<file path="src/rtl/flit_bus_arbiter_pkg.sv">
// ============================================================================
// Module : flit_bus_arbiter_pkg
// Brief  : Shared types and helpers for the flit bus arbiter slice.
//          Width macros normally come from const.v; fallbacks below keep the
//          slice self-contained when const.v is not part of the build.
// Rev    : 1.0  initial release
// ============================================================================
`default_nettype none

`ifndef FLIT_WIDTH
`define FLIT_WIDTH 32
`endif
`ifndef A_WIDTH
`define A_WIDTH 8
`endif
`ifndef ADDR_WIDTH
`define ADDR_WIDTH 8
`endif

package flit_bus_arbiter_pkg;

  // Saturation value of the optional statistics counters.
  localparam logic [15:0] STAT_MAX = 16'hFFFF;

  // Contents of the shared bus output register.
  typedef struct packed {
    logic                   valid;
    logic [`FLIT_WIDTH-1:0] flit;
    logic [`A_WIDTH-1:0]    nexthop;
  } bus_reg_t;

  // Number of bits needed to represent the value 'depth' (CLogB2(7)=3).
  function automatic int CLogB2(input int depth);
    int r;
    int d;
    r = 0;
    d = depth;
    while (d > 0) begin
      r = r + 1;
      d = d >> 1;
    end
    return r;
  endfunction

endpackage

`default_nettype wire

</file>
<file path="src/rtl/flit_bus_arbiter_rr_select.sv">
// ============================================================================
// Module : rr_select
// Brief  : Purely combinational round-robin picker. Searches request[] from
//          ptr+1 upward, wrapping modulo NNODES, ending at ptr itself.
// Rev    : 1.0  initial release
// ============================================================================
`default_nettype none

module rr_select
  import flit_bus_arbiter_pkg::*;
#(
  parameter int NNODES     = 8,
  parameter int LOG_NNODES = CLogB2(NNODES - 1)
) (
  input  logic [NNODES-1:0]     request,
  input  logic [LOG_NNODES-1:0] ptr,
  output logic [NNODES-1:0]     grant,
  output logic [LOG_NNODES-1:0] index
);

  // One extra bit so ptr+i never overflows before the modulo wrap.
  typedef logic [LOG_NNODES:0] sum_t;

  sum_t w_pos;
  logic w_found;

  // First requester after ptr wins; ptr itself is checked last.
  always_comb begin
    grant   = '0;
    index   = '0;
    w_found = 1'b0;
    w_pos   = '0;
    for (int i = 1; i <= NNODES; i++) begin
      w_pos = {1'b0, ptr} + sum_t'(i);
      if (w_pos >= sum_t'(NNODES)) begin
        w_pos = w_pos - sum_t'(NNODES);
      end
      if (!w_found && request[w_pos[LOG_NNODES-1:0]]) begin
        w_found                        = 1'b1;
        index                          = w_pos[LOG_NNODES-1:0];
        grant[w_pos[LOG_NNODES-1:0]]   = 1'b1;
      end
    end
  end

endmodule

`default_nettype wire

</file>
<file path="src/rtl/flit_bus_arbiter.sv">
// ============================================================================
// Module : flit_bus_arbiter
// Brief  : Round-robin arbiter moving one flit per cycle from NNODES node
//          output queues onto a single shared bus register.
//          Optional macro FLIT_BUS_ARB_STATS_EN adds saturating grant and
//          stall counters (grant_count / stall_count outputs).
// Rev    : 1.0  initial release
// ============================================================================
`default_nettype none

module flit_bus_arbiter
  import flit_bus_arbiter_pkg::*;
#(
  parameter int NNODES     = 8,
  parameter int LOG_NNODES = CLogB2(NNODES - 1)
) (
  input  logic                          clock,
  input  logic                          reset,
  input  logic                          enable,
  input  logic [NNODES-1:0]             in_valid,
  input  logic [NNODES*`FLIT_WIDTH-1:0] in_flit,
  input  logic [NNODES*`A_WIDTH-1:0]    in_nexthop,
  output logic [NNODES-1:0]             in_dequeue,
  output logic                          out_valid,
  output logic [`FLIT_WIDTH-1:0]        out_flit,
  output logic [`A_WIDTH-1:0]           out_nexthop,
  input  logic                          out_ack,
  output logic                          error
`ifdef FLIT_BUS_ARB_STATS_EN
  ,
  output logic [15:0]                   grant_count,
  output logic [15:0]                   stall_count
`endif
);

  bus_reg_t                r_bus;
  logic [LOG_NNODES-1:0]   r_ptr;
  logic                    r_error;

  logic [NNODES-1:0]       w_onehot;
  logic [LOG_NNODES-1:0]   w_idx;
  logic                    w_free;
  logic                    w_grant_ok;
  logic                    w_grant;
  logic [`FLIT_WIDTH-1:0]  w_sel_flit;
  logic [`A_WIDTH-1:0]     w_sel_nexthop;

  rr_select #(
    .NNODES     (NNODES),
    .LOG_NNODES (LOG_NNODES)
  ) u_rr_select (
    .request (in_valid),
    .ptr     (r_ptr),
    .grant   (w_onehot),
    .index   (w_idx)
  );

  // The register can take a new flit when empty or being drained this cycle.
  assign w_free     = ~r_bus.valid | out_ack;
  assign w_grant_ok = enable & w_free;
  assign w_grant    = w_grant_ok & (|in_valid);

  // Reset only masks the outward dequeue; the flops are already held by it.
  assign in_dequeue = (w_grant_ok && !reset) ? w_onehot : '0;

  assign out_valid   = r_bus.valid;
  assign out_flit    = r_bus.flit;
  assign out_nexthop = r_bus.nexthop;
  assign error       = r_error;

  // Mux the winning node's flit and nexthop out of the packed input buses.
  always_comb begin
    w_sel_flit    = '0;
    w_sel_nexthop = '0;
    for (int k = 0; k < NNODES; k++) begin
      if (w_idx == LOG_NNODES'(k)) begin
        w_sel_flit    = in_flit[k*`FLIT_WIDTH +: `FLIT_WIDTH];
        w_sel_nexthop = in_nexthop[k*`A_WIDTH +: `A_WIDTH];
      end
    end
  end

  // Grant pointer, bus register and sticky protocol error.
  always_ff @(posedge clock or posedge reset) begin
    if (reset) begin
      r_ptr   <= LOG_NNODES'(NNODES - 1);
      r_bus   <= '0;
      r_error <= 1'b0;
    end else begin
      if (w_grant) begin
        r_ptr         <= w_idx;
        r_bus.valid   <= 1'b1;
        r_bus.flit    <= w_sel_flit;
        r_bus.nexthop <= w_sel_nexthop;
      end else if (out_ack) begin
        r_bus.valid   <= 1'b0;
      end
      if (out_ack && !r_bus.valid) begin
        r_error <= 1'b1;
      end
    end
  end

`ifdef FLIT_BUS_ARB_STATS_EN
  logic [15:0] r_grant_cnt;
  logic [15:0] r_stall_cnt;

  // Saturating counts of grants and of cycles the bus flit waits for an ack.
  always_ff @(posedge clock or posedge reset) begin
    if (reset) begin
      r_grant_cnt <= '0;
      r_stall_cnt <= '0;
    end else begin
      if (w_grant && r_grant_cnt != STAT_MAX) begin
        r_grant_cnt <= r_grant_cnt + 16'd1;
      end
      if (r_bus.valid && !out_ack && r_stall_cnt != STAT_MAX) begin
        r_stall_cnt <= r_stall_cnt + 16'd1;
      end
    end
  end

  assign grant_count = r_grant_cnt;
  assign stall_count = r_stall_cnt;
`else
  // Statistics disabled: no counters are built.
`endif

endmodule

`default_nettype wire

</file>
<file path="config.mk">
export PLATFORM = sky130hd
export DESIGN_NAME = flit_bus_arbiter
export DESIGN_NICKNAME = d
export VERILOG_FILES = /design/src/rtl/flit_bus_arbiter_pkg.sv /design/src/rtl/flit_bus_arbiter_rr_select.sv /design/src/rtl/flit_bus_arbiter.sv
export SDC_FILE = /design/constraint.sdc
export NUM_CORES = 1
export LEC_CHECK = 0
export ABC_AREA = 1
export BUFFER_PORTS_ARGS = -buffer_cell sky130_fd_sc_hd__buf_2
export CAP_MARGIN = 10
export CORE_ASPECT_RATIO = 1.4
export CORE_MARGIN = 4
export CORE_UTILIZATION = 29
export CTS_CLUSTER_DIAMETER = 30
export CTS_CLUSTER_SIZE = 40
export DETAILED_ROUTE_END_ITERATION = 8
export GPL_TIMING_DRIVEN = 0
export PLACE_DENSITY = 0.57
export SETUP_SLACK_MARGIN = 0.5
export SLEW_MARGIN = 20
export SYNTH_ARGS = -nofsm -noshare
export SYNTH_HDL_FRONTEND = slang
export SYNTH_SLANG_ARGS = --single-unit
</file>
<file path="constraint.sdc">
create_clock -name clock -period 7.4 [get_ports clock]
set_clock_uncertainty 0.15 [all_clocks]
set_input_delay 0.37 -clock clock [delete_from_list [all_inputs] [get_ports clock]]
set_output_delay 0.37 -clock clock [all_outputs]
set_load 0.01 [all_outputs]
</file>
==> metrics.md, run 1 <==
| Metric | Value |
|---|---|
| Fin. Hold Viols | 0 |
| Crit-path leading delay family | simple AND/OR/NAND/NOR gates |
| Area of the multi-input gates | 0.004025 mm2 |
| Hold Crit Class | in -> reg |
| WL final | 32.32 mm |
| Initial antenna violation count | 9 |
| Most instantiated cells after synthesis | nand2_1, nor2_1, nand3_1 |
| Synth unique cells | 38 |
| Crit path launch type | flop |
| Post-Syn Instances | 1054 |
| Vias per Instance | just over 5 |
| Worst slack at placement | 2.901 ns |
| Most frequent cell after synthesis | nand2_1 |
| Register-to-Register Setup Slack | 2.87 ns |
| Slowest cell on the critical path | dfstp_2 |
| # port buffers | between 300 and 400 |
| Min-delay src | out_ack |
| Area leader, netlist | nand2_1 |
| Setup violations, final | 0 |
| Worst setup margin | 2.869 ns |
| Area grow syn2layout | 41.76% |
| Routability Congestion | 0.9433 |
| Clock Pin Slew Worst Setup and Hold Paths | 0.07 ns |
| Tmin final | around 4.5 ns |
| Die H | about 180 um |
| IO Count | roughly 380 |
| Maximum root-to-sink buffer count | 2 |
| Final layout net count | around 1800 |
| Final Max Slew Viols | 0 |
| Final Cycle Share | 0.6123 |
| Clock tree root buffer cell | clkbuf_16 |
| Sequential area share after synthesis | 0.1946 |
| Worst slew margin | 0.4830 |
| EDFF count, synth | 0 |
| Max-cap violations | 0 |
| Row cnt | 61 |
| Initial Utilization | 0.2938 |
| Max frequency | 220.7 MHz |
| Unrepaired setup endpoints after global routing | false |
| Top sig layer | met5 |
| Fin area | 0.008232 mm2 |
| Yosys warns | 0 |
| GRT Overall Usage | 0.2768 |
| Worst-margin pin slew | 0.7703 ns |
| Largest net degree at the start of global routing | 29 |
| Synth Net Count | roughly 1400 |
| CTS tree | yes |
| Placed Cells | 1688 |
| Top FF cell, synth | dfrtp_1 |
| Worst Path Buf+Inv | 8 |
| Met3 wire length | 2.247 mm |
| Die Area | about 0.022 mm2 |
| Cells along the critical path | inv_2, buf_6, clkbuf_1, ha_1, buf_2, inv_1, nand3_1, nand3_2, nand2_4, clkbuf_1, a21oi_1, nand2_1, inv_1, nand2_1, nand2_1, nand2_4, nor2_1, buf_2, nand3_1, nand3_1, nor2_1, nand4_1, nand2_1, nand2_1 |
| Drt pass-1 iters | 5 |
| Critical Path AT | 4.56 ns |
| Vias in the first global route | roughly 8400 |
| Residual DRC count | 0 |
| H-tree depth | 2 |
| Critical Path Fanout Max | 10 |
| First-pass GRT wire length | 47.93 mm |
| Post-route ant nets | 0 |
| Setup CP Type | reg -> reg |
| Synthesized area | 0.005807 mm2 |
| Setup Buffers After CTS | 0 |
| Final cell count without fillers | around 1700 |
| Met2 WL | 16.64 mm |
| Filler cell count | 2333 |
| Worst R2R Start | r_ptr[0] |
| Post-synth ARST share | 1.000 |
| Syn avg cell area | 5.509 um2 |
| HPWL Detailed | 27.06 mm |
| Worst setup path startpoint | r_ptr[0] |
| Setup TNS | 0 ns |
| Global route overflow | 0 |
| Worst-skew pair later-pin latency | about 0.29 ns |
| Vias | 8624 |
| Run status | completed |
| Ratio of cells with drive above 1 in the final layout | 0.3255 |
| Register Area | 0.001130 mm2 |
| Placed inst area | between 0.008 and 0.009 mm2 |
| Chip width | 127.6 um |
| CTS buffer count | 5 |
| Core ar. | just under 0.02 mm2 |
| WL/cell | 19.00 um |
| Clock Sinks | 45 |
| Synth area leaders | nand2_1, dfrtp_1, nand3_1 |
| Crit. End Element | flop |
| DR iter-0 viols | between 400 and 500 |
| Top cell type's share of synthesized area | 0.1946 |
| Critical path required time | 7.43 ns |
| Cell repeated most along the worst path | nand2_1 |
| Wl on met1 | around 12 mm |
| Crit-path max cell delay | 0.61 ns |
| FF+latch count, synth | 45 |
[routing by layer]
layer | global-route usage | vias to the layer above
met3 | 0.04594 | 62
met5 | 0 | -
met2 | 0.4919 | 371
met4 | 0.1035 | 8
met1 | 0.3318 | 3938
li1 | - | 4245
[worst paths after layout]
check | to | depth (start not counted)
setup reg to reg | out_flit[26] | 24
min in group asynchronous | out_flit[4] | 3
max in group asynchronous | r_ptr[0] | 4
hold reg to reg | error | 1
setup / recovery | out_flit[26] | 24
hold / removal | out_valid | 2
[cell usage in the layout (no fill, tap or decap), drive strengths merged]
master         n
o21bai         2
diode          5
inv           84
dfstp          3
bufinv         1
dfrtp         42
nand2        312
dlygate4sd3    1
ha             6
nand3        152
o221ai         5
nor3          20
a21boi         1
clkbuf        28
nand4         56
a21oi         78
nor2         200
or4            2
clkinv         3
o21ai         17
buf          422
a21o           1
a221oi         8
[layout make-up]
type / count / area share
Antenna cell: 5 / 0.001520
Clock buffer: 5 / 0.01520
Inverter: 86 / 0.03967
Multi-Input combinational cell: 860 / 0.4890
Timing Repair Buffer: 383 / 0.2353
Buffer: 63 / 0.03952
Clock inverter: 2 / 0.004256
Sequential cell: 45 / 0.1373
Tap cell: 252 / 0.03830
[timing repair]
item	4_1_cts	5_1_grt
gates resized for setup	0	0
hold buffers	1	0
hold endpoints to repair	17	0
[metrics by stage]
step | utilization | hold WS (ns)
3_5_place_dp | 0.4072 | 0.2632
4_1_cts | 0.4158 | 0.1511
6_report | 0.4164 | 0.1597
3_3_place_gp | 0.4062 | 0.2921
5_1_grt | 0.4163 | 0.1576
2_1_floorplan | - | 0.3278
[kinds of logic after synthesis]
| logic type | after synthesis | share of synthesized area |
|---|---|---|
| AOI/OAI and AO/OA | 112 | 0.1086 |
| adders and majority gates | 6 | 0.01293 |
| buffers and inverters | 149 | 0.1123 |
| and+or+nand+nor | 742 | 0.5716 |
| DFF | 45 | 0.1946 |
[flip-flops by register name, summed over array words and instances (netlist names)]
name	cells
out_valid	1
out_flit	32
error	1
out_nexthop	8
r_ptr	3
Power of run 1 is left out: the tool's default activity adds up to more than one toggle a clock period on the data nets, which glitch-free logic cannot reach.
==> run 2, diff against run 1 <==
--- a/config.mk
+++ b/config.mk
@@ -15,7 +15,7 @@
 export CTS_CLUSTER_SIZE = 40
 export DETAILED_ROUTE_END_ITERATION = 8
 export GPL_TIMING_DRIVEN = 0
-export PLACE_DENSITY = 0.57
+export PLACE_DENSITY = 0.59
 export SETUP_SLACK_MARGIN = 0.5
 export SLEW_MARGIN = 20
 export SYNTH_ARGS = -nofsm -noshare
==> constraint.sdc (replaced) <==
create_clock -name clock -period 4.1 [get_ports clock]
set_clock_uncertainty 0.15 [all_clocks]
set_input_delay 0.205 -clock clock [delete_from_list [all_inputs] [get_ports clock]]
set_output_delay 0.205 -clock clock [all_outputs]
set_load 0.01 [all_outputs]
==> run 2 against run 1 <==
  * Maximum frequency grew 20%
  * Wire length grew 5.3%
  * Via count grew 6.5%
  * Critical path depth grew 1
  * Setup slack lost 2.6 ns
  * Largest cell class unchanged
  * Sequential share of layout area shrank 2.2 points
  * Worst hold slack lost 0.10 ns
  * Highest routed layer unchanged
  * Register-to-register slack lost 2.6 ns
  * Clock-buffer cell count is the same
  * Final cell count grew 4.0%
==> metrics.md, run 2 (synthesis gave the netlist of run 1 again) <==
| Metric | Value |
|---|---|
| Final Cycle Share | 0.9238 |
| Register-to-Register Setup Slack | 0.31 ns |
| Largest net degree at the start of global routing | 30 |
| Filler cell count | 2129 |
| Residual DRC count | 0 |
| Initial Utilization | 0.2938 |
| Vias per Instance | just over 5 |
| Tmin final | around 3.8 ns |
| GRT Overall Usage | 0.2839 |
| Area grow syn2layout | 68.67% |
| # port buffers | 381 |
| Most common cell after layout, fill and taps aside | buf_2 |
| Cells on worst reg2reg path | 25 |
| Chip width | 127.6 um |
| Post-route ant nets | 0 |
| Drt pass-1 iters | 7 |
| Worst setup path startpoint | r_ptr[0] |
| Die H | 175.4 um |
| HPWL Detailed | 25.83 mm |
| Global route overflow | 0 |
| Die Area | approximately 0.022 mm2 |
| Maximum root-to-sink buffer count | 2 |
| Final layout net count | 1851 |
| Setup CP Type | reg -> reg |
| Max FFs per register | 32 |
| IO Count | 382 |
| H-tree depth | 2 |
| Clock Pin Slew Worst Setup and Hold Paths | 0.07 ns |
| Ratio of cells with drive above 1 in the final layout | 0.4339 |
| Hold Crit Depth | 3 |
| Vias | approximately 9200 |
| WL final | 34.02 mm |
| CTS tree | yes |
| Hold slack final | 0.05953 ns |
| DR iter-0 viols | 718 |
| Clock tree root buffer cell | clkbuf_16 |
| Core ar. | 0.01977 mm2 |
| Worst slack at placement | -0.3879 ns |
| Initial antenna violation count | 3 |
| Unrepaired setup endpoints after global routing | true |
| WL/cell | 19.23 um |
| Row cnt | between 60 and 70 |
| Worst setup margin | between 0.3 and 0.4 ns |
| Crit. End Element | flop |
| Routability Congestion | 0.9390 |
| Max-cap violations | 0 |
| Fin. Hold Viols | 0 |
| Max frequency | 264.0 MHz |
| Worst R2R Start | r_ptr[0] |
| Commonest non-fill, non-tap cells in the layout | buf_2, nand2_1, nor2_1 |
| Setup violations, final | 0 |
| Run status | completed |
| Worst slew margin | 0.5096 |
| Clock Sinks | 45 |
| Hold worst-path end | out_flit[12] |
| Hold Crit Class | in -> reg |
| Crit path launch type | flop |
| First-pass GRT wire length | 50.18 mm |
| CTS buffer count | 5 |
| Reg2reg end | out_flit[20] |
| Critical Path AT | 3.83 ns |
| Final Max Slew Viols | 0 |
| Min-delay src | in_flit[236] |
| Worst-margin pin slew | 0.7307 ns |
| Critical Path Fanout Max | 7 |
| Worst-skew pair later-pin latency | 0.29 ns |
| Critical path required time | slightly above 4 ns |
| Vias in the first global route | 9261 |
## run 2: changes by cell type in the layout (fill, tap and decap cells not counted), moves of 9 or more
cell	previous run	this run
o21ai_0	16	7
buf_4	6	55
nand3_1	147	114
buf_8	0	10
nor2_2	2	15
a21oi_2	0	25
buf_2	410	388
clkbuf_1	23	11
nand2_1	301	286
nor2_1	193	173
buf_6	4	25
nand3_2	4	28
a21oi_1	77	52
nand3_4	1	10
## run 2: worst max-delay path by stage
stage | end
floorplan | out_flit[26]
CTS | out_flit[15]
detailed placement | out_flit[2]
global route | out_flit[4]
finish | out_flit[20]
global placement | out_nexthop[3]
## run 2: cell type report
class / count / area, um2 / share of cell area
diodes: 3 / 7.507 / 0.0007665
plain buffers: 63 / 613.1 / 0.06260
clock buffers: 5 / 125.1 / 0.01277
clock inverters: 3 / 17.52 / 0.001788
inverters: 86 / 355.3 / 0.03628
multi-input cells: 861 / 4592 / 0.4688
flip-flops and latches: 45 / 1130 / 0.1154
well taps: 252 / 315.3 / 0.03219
repair buffers: 451 / 2639 / 0.2694
## run 2: through the flow
stage | utilization | cell area, um2 | std cells | TNS [ns]
after global placement | 0.4062 | 8029 | 1687 | -11.35
after floorplan | - | 5807 | 1054 | 0
final | 0.4955 | 9794 | 1769 | 0
after CTS | 0.4762 | 9413 | 1749 | 0
after global routing | 0.4955 | 9794 | 1769 | 0
after detailed placement | 0.4072 | 8049 | 1688 | -12.16
## run 2: critical path: stages, from the launching register on
cell and delay, ns:
dfstp_2 0.58, inv_2 0.07, buf_8 0.13, clkbuf_16 0.14
ha_4 0.21, buf_12 0.14, inv_8 0.07, nand3_4 0.09
nand3_4 0.11, nand2_8 0.08, nor2_8 0.16, buf_6 0.11
nand4_1 0.14, nor2_1 0.20, nor2_2 0.06, nand3_2 0.09
nor2_4 0.06, buf_12 0.12, buf_12 0.12, nor3_4 0.21
buf_6 0.15, buf_12 0.13, buf_8 0.12, a21oi_1 0.06
nand2_1 0.10, a21oi_2 0.06
## run 2: timing repair
action                     CTS  global route
cloned                      10             2
hold endpoints to repair    18             0
gates resized for setup    194            71
pin swaps                   87            54
buffers inserted            41            15
setup endpoints to repair   49            48
hold buffers                 2             0
## run 2: metal layers
layer  vias to the layer above  routed length [um]  global-route usage
met5                         -                  13                   0
met4                         2                1530              0.1115
met3                       107                2180             0.04563
met2                       470               17640              0.5138
met1                      4219               12650              0.3311
li1                       4389                   -                   -
Power of run 2 is left out for the same reason.
